## config.mk

```make
export PLATFORM = sky130hd
export DESIGN_NAME = ysyx_041514_csr_rmw_unit
export DESIGN_NICKNAME = d
export VERILOG_FILES = /design/src/rtl/ysyx_041514_csr_rmw_unit_pkg.sv /design/src/rtl/ysyx_041514_csr_rmw_unit_alu.sv /design/src/rtl/ysyx_041514_csr_rmw_unit.sv
export SDC_FILE = /design/constraint.sdc
export NUM_CORES = 1
export LEC_CHECK = 0
export ABC_CLOCK_PERIOD_IN_PS = 1900
export BUFFER_PORTS_ARGS = -buffer_cell sky130_fd_sc_hd__buf_2
export CORE_MARGIN = 8
export CORE_UTILIZATION = 30
export DETAILED_ROUTE_END_ITERATION = 10
export PLACE_DENSITY_LB_ADDON = 0.05
export SYNTH_ARGS = -nofsm -noshare
export SYNTH_HDL_FRONTEND = slang
export SYNTH_SLANG_ARGS = --single-unit
```

## constraint.sdc

```tcl
create_clock -name clk -period 1.9 [get_ports clk]
set_clock_uncertainty 0.15 [all_clocks]
set_input_delay 0.285 -clock clk [delete_from_list [all_inputs] [get_ports clk]]
set_output_delay 0.285 -clock clk [all_outputs]
set_load 0.05 [all_outputs]
```

## src/rtl/ysyx_041514_csr_rmw_unit_pkg.sv

```systemverilog
// ysyx_041514_csr_rmw_unit_pkg: one-hot op indices, op width, FSM encodings and op sanitiser
package ysyx_041514_csr_rmw_unit_pkg;
  localparam int OP_W = 5;
  localparam int OP_NONE = 0;
  localparam int OP_READ = 1;
  localparam int OP_WRITE = 2;
  localparam int OP_SET = 3;
  localparam int OP_CLEAR = 4;
  localparam logic [OP_W-1:0] OP_NONE_OH = 5'b00001;
  localparam logic [OP_W-1:0] OP_WMASK = 5'b11100;
  typedef enum logic [1:0] {
    S_IDLE = 2'd0,
    S_RD   = 2'd1,
    S_WR   = 2'd2,
    S_RESP = 2'd3
  } state_e;
  // anything that is not exactly one-hot degrades to NONE
  function automatic logic [OP_W-1:0] op_sanitize(input logic [OP_W-1:0] op);
    return (op != '0 && (op & (op - 1'b1)) == '0) ? op : OP_NONE_OH;
  endfunction
endpackage

```

## src/rtl/ysyx_041514_csr_rmw_unit_alu.sv

```systemverilog
// ysyx_041514_csr_alu: combinational WRITE/SET/CLEAR data and write-enable generation
module ysyx_041514_csr_alu
  import ysyx_041514_csr_rmw_unit_pkg::*;
#(
  parameter int XLEN = 64
) (
  input  logic [OP_W-1:0] op,
  input  logic [XLEN-1:0] old,
  input  logic [XLEN-1:0] operand,
  output logic [XLEN-1:0] wdata,
  output logic            wen
);
  always_comb begin
    wdata = op[OP_WRITE] ? operand : op[OP_SET] ? (old | operand) : op[OP_CLEAR] ? (old & ~operand) : old;
    wen = |(op & OP_WMASK);
  end
endmodule

```

## src/rtl/ysyx_041514_csr_rmw_unit.sv

```systemverilog
// ysyx_041514_csr_rmw_unit: multi-cycle CSR RMW engine; YSYX_041514_CSR_RO_CHECK_EN enables read-only CSR trapping
module ysyx_041514_csr_rmw_unit
  import ysyx_041514_csr_rmw_unit_pkg::*;
#(
  parameter int XLEN = 64,
  parameter int IMM_LEN = 5,
  parameter int CSR_AW = 12,
  parameter int TAG_W = 5
) (
  input  logic               clk,
  input  logic               rst_n,
  input  logic               flush_i,
  input  logic               req_valid_i,
  output logic               req_ready_o,
  input  logic [OP_W-1:0]    req_op_i,
  input  logic [CSR_AW-1:0]  req_addr_i,
  input  logic [IMM_LEN-1:0] req_imm_i,
  input  logic               req_imm_valid_i,
  input  logic [XLEN-1:0]    req_rs1_i,
  input  logic [TAG_W-1:0]   req_tag_i,
  output logic               csr_rd_en_o,
  output logic [CSR_AW-1:0]  csr_rd_addr_o,
  input  logic               csr_rd_valid_i,
  input  logic [XLEN-1:0]    csr_rd_data_i,
  output logic               csr_wr_en_o,
  output logic [CSR_AW-1:0]  csr_wr_addr_o,
  output logic [XLEN-1:0]    csr_wr_data_o,
  input  logic               csr_wr_ready_i,
  output logic               resp_valid_o,
  input  logic               resp_ready_i,
  output logic [XLEN-1:0]    resp_data_o,
  output logic [TAG_W-1:0]   resp_tag_o,
  output logic               resp_illegal_o
);
`ifdef YSYX_041514_CSR_RO_CHECK_EN
  localparam bit RO_CHECK = 1'b1;
`else
  localparam bit RO_CHECK = 1'b0;
`endif
  state_e            state;
  logic [OP_W-1:0]   op_q, req_op_s;
  logic [CSR_AW-1:0] addr_q;
  logic [TAG_W-1:0]  tag_q;
  logic [XLEN-1:0]   opnd_q, old_q, alu_wdata;
  logic              illegal_q, flushed_q, alu_wen, ro_hit;
  assign req_op_s = op_sanitize(req_op_i);
  assign ro_hit = RO_CHECK && alu_wen && (addr_q[CSR_AW-1 -: 2] == 2'b11);
  assign csr_rd_addr_o = addr_q;
  assign csr_wr_addr_o = addr_q;
  assign resp_data_o = old_q;
  assign resp_tag_o = tag_q;
  assign resp_illegal_o = illegal_q;
  ysyx_041514_csr_alu #(.XLEN(XLEN)) u_alu (
    .op(op_q),
    .old(csr_rd_data_i),
    .operand(opnd_q),
    .wdata(alu_wdata),
    .wen(alu_wen)
  );
  // flushed_q remembers a flush seen in WR so the in-flight write finishes without a response
  always_ff @(posedge clk or negedge rst_n) begin
    if (!rst_n) begin
      state <= S_IDLE;
      op_q <= '0;
      addr_q <= '0;
      tag_q <= '0;
      opnd_q <= '0;
      old_q <= '0;
      illegal_q <= 1'b0;
      flushed_q <= 1'b0;
      req_ready_o <= 1'b1;
      csr_rd_en_o <= 1'b0;
      csr_wr_en_o <= 1'b0;
      csr_wr_data_o <= '0;
      resp_valid_o <= 1'b0;
    end else begin
      case (state)
        S_IDLE: if (req_valid_i && !flush_i) begin
          op_q <= req_op_s;
          addr_q <= req_addr_i;
          tag_q <= req_tag_i;
          opnd_q <= req_imm_valid_i ? XLEN'(req_imm_i) : req_rs1_i;
          old_q <= '0;
          illegal_q <= 1'b0;
          flushed_q <= 1'b0;
          req_ready_o <= 1'b0;
          if (req_op_s[OP_NONE]) begin
            state <= S_RESP;
            resp_valid_o <= 1'b1;
          end else begin
            state <= S_RD;
            csr_rd_en_o <= 1'b1;
          end
        end
        S_RD: if (flush_i) begin
          state <= S_IDLE;
          csr_rd_en_o <= 1'b0;
          req_ready_o <= 1'b1;
        end else if (csr_rd_valid_i) begin
          old_q <= csr_rd_data_i;
          csr_rd_en_o <= 1'b0;
          if (alu_wen && !ro_hit) begin
            state <= S_WR;
            csr_wr_en_o <= 1'b1;
            csr_wr_data_o <= alu_wdata;
          end else begin
            state <= S_RESP;
            resp_valid_o <= 1'b1;
            illegal_q <= ro_hit;
          end
        end
        S_WR: if (csr_wr_ready_i) begin
          csr_wr_en_o <= 1'b0;
          if (flush_i || flushed_q) begin
            state <= S_IDLE;
            req_ready_o <= 1'b1;
          end else begin
            state <= S_RESP;
            resp_valid_o <= 1'b1;
          end
        end else if (flush_i) begin
          flushed_q <= 1'b1;
        end
        S_RESP: if (flush_i || resp_ready_i) begin
          state <= S_IDLE;
          resp_valid_o <= 1'b0;
          req_ready_o <= 1'b1;
        end
      endcase
    end
  end
endmodule

```

Word-level counts from Yosys, hierarchy flattened. Index checks and enable logic that the tools add are counted.

Multiplexer cells: 49. Bitwise logic cells: 5. Equality and inequality tests: 18. Add/subtract/negate cells: 1. Reduce and logical (&&, ||, !) cells: 22.

Operators by type and width (count): $mux 64 (7); $pmux 64 s2 (1); $and 64x64->64 (1); $not 64->64 (1); $or 64x64->64 (1); $ne 2x2->1 const B (14); $mux 1 (26); $reduce_and 4->1 (5); $reduce_and 5->1 (3); $mux 2 (7); $pmux 1 s2 (4); $pmux 1 s4 (2); $pmux 2 s4 (1); $reduce_and 8->1 (1); $reduce_bool 2->1 (3); $and 5x5->5 (1); $logic_not 5->1 (1); $mux 5 (1); $reduce_bool 5->1 (1); $sub 5x1->5 const B (1); $eq 2x2->1 const B (2); $ne 3x3->1 const B (1); $reduce_or 3->1 (1); $eq 2x1->1 const B (1); other kinds (6) (8).

Flip-flop bits (word level): 222. Bits of input ports: 163.

Longest topological paths before layout.
Word-level depth: 8. Depth in mapped cells: 9. Depth with buffers taken out: 4.

By module. From an unflattened synthesis, not the netlist that was laid out.

Cell total of the unflattened synthesis: 1007. Area total of the unflattened synthesis: 10012.1 um^2.

By module, submodules not included: ysyx_041514_csr_rmw_unit (instances 1, area an instance 8969.9 um^2, cells an instance 856); ysyx_041514_csr_alu (instances 1, area an instance 1042.2 um^2, cells an instance 151).

Worst setup path after synthesis. OpenSTA, ideal clock, no wires.

Path type: reg-to-reg. Start point: register state[1]. End point: register old_q[47], in the netlist resp_data_o[47]. Stages on the path, launching flop included: 9. Clock period less this slack: 1.802 ns. Slack: 0.098 ns. Buffers on the path: 4. Arrival: 1.520 ns. Cell sequence: dfrtp_1 buf_2 nor4b_4 nor2_1 buf_2 buf_6 buf_6 nand2_1 o21ai_1.

Cells in the longest elaborated chain, start to end: 3. Elaborated cells on any way between the ends: 8. Those cells by class: eq/ne: 4; mux: 1; reduce/logical: 3.

RTL lines: from (decl) (line ysyx_041514_csr_rmw_unit.sv:40) `state_e state;`; from (signal assigned) (line ysyx_041514_csr_rmw_unit.sv:63) `state <= S_IDLE;`; from (signal assigned) (line ysyx_041514_csr_rmw_unit.sv:88) `state <= S_RESP;`; from (signal assigned) (line ysyx_041514_csr_rmw_unit.sv:91) `state <= S_RD;`; $eq 2x1->1 / $logic_not 2->1 (equally long branches) (line ysyx_041514_csr_rmw_unit.sv:77) `case (state)`; $ne 2x2->1 (no line) / $reduce_bool 2->1 (equally long branches); $reduce_and 4->1 (no line); to (signal assigned) (line ysyx_041514_csr_rmw_unit.sv:100) `old_q <= csr_rd_data_i;`; to (decl) (line ysyx_041514_csr_rmw_unit.sv:44) `logic [XLEN-1:0] opnd_q, old_q, alu_wdata;`.

Several ways; a longest one is shown, not always the timed one. A chain may end at the register's enable or synchronous reset.

Worst setup path after layout.
Start point: register req_ready_o. End point: output req_ready_o.

RTL lines: from (decl) (line ysyx_041514_csr_rmw_unit.sv:14) `output logic req_ready_o,`; from (signal assigned) (line ysyx_041514_csr_rmw_unit.sv:71) `req_ready_o <= 1'b1;`; from (signal assigned) (line ysyx_041514_csr_rmw_unit.sv:86) `req_ready_o <= 1'b0;`; from (signal assigned) (line ysyx_041514_csr_rmw_unit.sv:98) `req_ready_o <= 1'b1;`.

No word-level cell between the ends.

==> run_results.csv <==
group,metric,value,unit
floorplanning,start_util,30.2,%
routing,via_per_inst,4.64,
sta,setup_viol,0,
floorplanning,core.rowCount,66,
critical_path,cp_max_fo,2,
power_and_ir_drop,leakagePower,7.03,nW
sta,rsz0062_at_grt,"no",
clock_tree,clkLatencyLatePin,530,ps
floorplanning,core_area,0.0323,mm²
critical_path,path_cells,"buf_2",
critical_path,crit_required,1460,ps
logic_synthesis,synth_top_area_share,56.0,%
critical_path,path_buf_inv,1,
routing,drt-total-wl,35800,µm
logic_synthesis,netlist_instances,1018,
clock_tree,htree_levels,1,
clock_tree,clk_pin_slew_worst_paths,60,ps
global_route,grt_overflow,0,
job,cap_violations,0,
routing,first_iter_violations,389,
critical_path,r2r_start,"state[1]$_DFFE_PN0P_",
placed_design,postPlaceCellArea,0.0121,mm²
logic_synthesis,syn_nets,1181,
floorplanning,io_pins,325,
logic_synthesis,yosys.area.top_type,"dfrtp_1",
power_and_ir_drop,cellPowerDensity,1820,mW/mm²
worst_hold_path,hp-start,"resp_ready_i",
worst_hold_path,min_to,"resp_valid_o$_DFFE_PN0P_",
finish,layout-drive-gt1-share,28.9,%
critical_path,slowest_delay,530,ps
finish,nets,1635,
run_status,status,"finished, final reports clean",
critical_path,path_class,"flip-flop to output port",
placed_design,gp_congestion,0.770,
clock_tree,clockBufferDepth,3,
global_route,gr-usage-all-layers,18.3,%
clock_tree,clock_sinks,219,
sta,post-route-period-util,91.9,%
floorplanning,design.die.area,0.0385,mm²
worst_hold_path,holdPathStages,4,
logic_synthesis,synth.avg_cell_area,9.57,µm²
sta,drv_slew,0,
worst_hold_path,hold_path_class,"primary input to flip-flop",
critical_path,end_kind,"output port",
sta,final.setup.tns,0,ps
sta,hold_violations,0,
critical_path,ff2ff_path_depth,6,
floorplanning,die-height,196,µm
routing,vias,8991,
global_route,grt_antenna_before_repair,2,
clock_tree,cts_buffers,27,
critical_path,arrival,1310,ps
logic_synthesis,synthTopCellsByArea,"dfrtp_1, nand2_1, a22o_1",
sta,fin_crit,1750,ps
routing,drc,0,
logic_synthesis,ys_types,40,
clock_tree,postCtsSetupRepairBufs,0,
clock_tree,clock-root-buffer,"clkbuf_16",
logic_synthesis,yosysSeqAreaShare,56.2,%
critical_path,cpLargestDelayFamily,"flip-flops",
logic_synthesis,synth_area,0.00975,mm²
logic_synthesis,ys_dominant_reg_cell,"dfrtp_1",
placed_design,portBuffers,323,
sta,max_clock_freq,0.572,GHz
logic_synthesis,synthArstFlopShare,100,%
routing,dr.pass1.iters,5,
finish,syn2layout_area_growth,49.7,%
routing,ant_nets,0,
critical_path,cp_slowest_cell,"dfstp_2",
global_route,grt_max_degree,95,
global_route,grt_pass1_wl,56700,µm
global_route,grt_pass1_vias,9564,
logic_synthesis,ys_warn_count,0,
critical_path,rrSetupSlack,150,ps
finish,final_area,0.0146,mm²
critical_path,crit_path_start_kind,"flip-flop",
logic_synthesis,synth_edf_count,0,
floorplanning,die_w,196,µm
critical_path,r2r_end,"resp_data_o[39]$_DFFE_PN0P_",
clock_tree,cts_tree,"built",
placed_design,detailed_place_hpwl,23700,µm
logic_synthesis,ys_ff_latch,219,
power_and_ir_drop,vdd_drop_max,1.05,mV
routing,wl_per_cell,18.5,µm
worst min-delay path: cells and delay by family:
family | cells | cell delay, ps
simple gates | 1 | 110
buf+inv | 1 | 100
compound gates | 2 | 190
timing repair:
| item | CTS | global route |
|---|---|---|
| hold buffers | 156 | 0 |
| hold endpoints to repair | 370 | 0 |
| resized for setup | 0 | 4 |
| endpoints found under the setup margin | 0 | 18 |
power breakdown:
group          switching (mW)  leakage (nW)  internal (mW)
registers                1.34          2.85           6.71
logic                    9.54          3.72           3.62
clock network            2.05         0.460           3.21
layout make-up:
class	count	area [µm²]
antenna	2	5.00
clock buffer	38	807
clock inverter	11	108
fill	3149	17700
inverter	3	11.3
multi-input combinational	699	3840
sequential	219	5480
tap	442	553
timing repair buffer	522	3780
stage by stage:
stage	total power [mW]	hold slack (ps)	utilization, %	std cells	setup WS (ps)
floorplan	17.2	-161	-	1018	97.9
global placement	21.1	102	37.5	1729	123
detailed placement	21.2	102	37.5	1729	107
CTS	26.8	7.75	45.1	1934	91.3
global route	28.1	27.2	45.2	1936	21.3
finish	26.5	42.5	45.2	1936	153
flip-flops by register name, indices dropped and copies added, names as in the netlist:
| signal | cells |
|---|---|
| csr_rd_addr_o | 12 |
| req_ready_o | 1 |
| resp_data_o | 64 |
| csr_rd_en_o | 1 |
| op_q | 3 |
| opnd_q | 64 |
| csr_wr_data_o | 64 |
| csr_wr_en_o | 1 |
| resp_tag_o | 5 |
| resp_valid_o | 1 |
| flushed_q | 1 |
| state | 2 |
metal layers:
layer  track usage [%]  part of all wire [%]  vias up  wire, µm
li1                  -                     -     4442         -
met1              24.2                    46     4299     16500
met2              30.8                    47      215     16900
met3              3.72                   5.1       35      1820
met4              3.93                   1.6        0       559
met5                 0                     0        -         0
cell usage in the layout, fill, tap and decap left out, types with 3 or more instances in the layout:
cell           instances
a22o_1                64
nand2_1              242
clkinv_2               8
buf_4                 21
a21oi_1               77
nor2b_1                6
mux2i_1                6
nor2_4                 3
o21ai_1               20
buf_12                21
nand2b_1              61
buf_2                322
dfrtp_1              216
clkbuf_16             27
o21ai_0              109
nor2_1                16
a211oi_1              65
dlygate4sd3_1        156
nor3_1                 4
clkbuf_8               9
cell families after synthesis:
kind of cell	after synthesis	share of synthesized area (%)
AO/OA/AOI/OAI	348	22.5
AND/OR/NAND/NOR	343	15.6
flip-flops	219	56.2
buffers and inverters	100	4.94
multiplexers	6	0.616
XOR/XNOR	1	0.0899
other	1	0.0385
worst max-delay path by stage:
stage | startpoint | endpoint | cells past startpoint
global placement | state[0]$_DFFE_PN0P_ | resp_data_o[35]$_DFFE_PN0P_ | 6
floorplan | state[1]$_DFFE_PN0P_ | resp_data_o[47]$_DFFE_PN0P_ | 8
CTS | state[1]$_DFFE_PN0P_ | resp_data_o[39]$_DFFE_PN0P_ | 6
finish | req_ready_o$_DFFE_PN1P_ | req_ready_o | 1
global route | state[1]$_DFFE_PN0P_ | resp_data_o[34]$_DFFE_PN0P_ | 6
detailed placement | state[1]$_DFFE_PN0P_ | resp_data_o[20]$_DFFE_PN0P_ | 6
synthesized netlist by cell type, types with 3 or more instances:
master and instances:
a211oi_1 65, a21oi_1 77, a22o_1 64, buf_1 4, buf_2 22, buf_4 15, buf_6 3, clkbuf_1 53
dfrtp_1 218, inv_1 3, mux2i_1 6, nand2_1 244, nand2b_1 61, nor2_1 19, nor2b_1 6, nor3_1 4
o21ai_0 109, o21ai_1 20
Note: power is estimated with default switching activity, not from simulation.
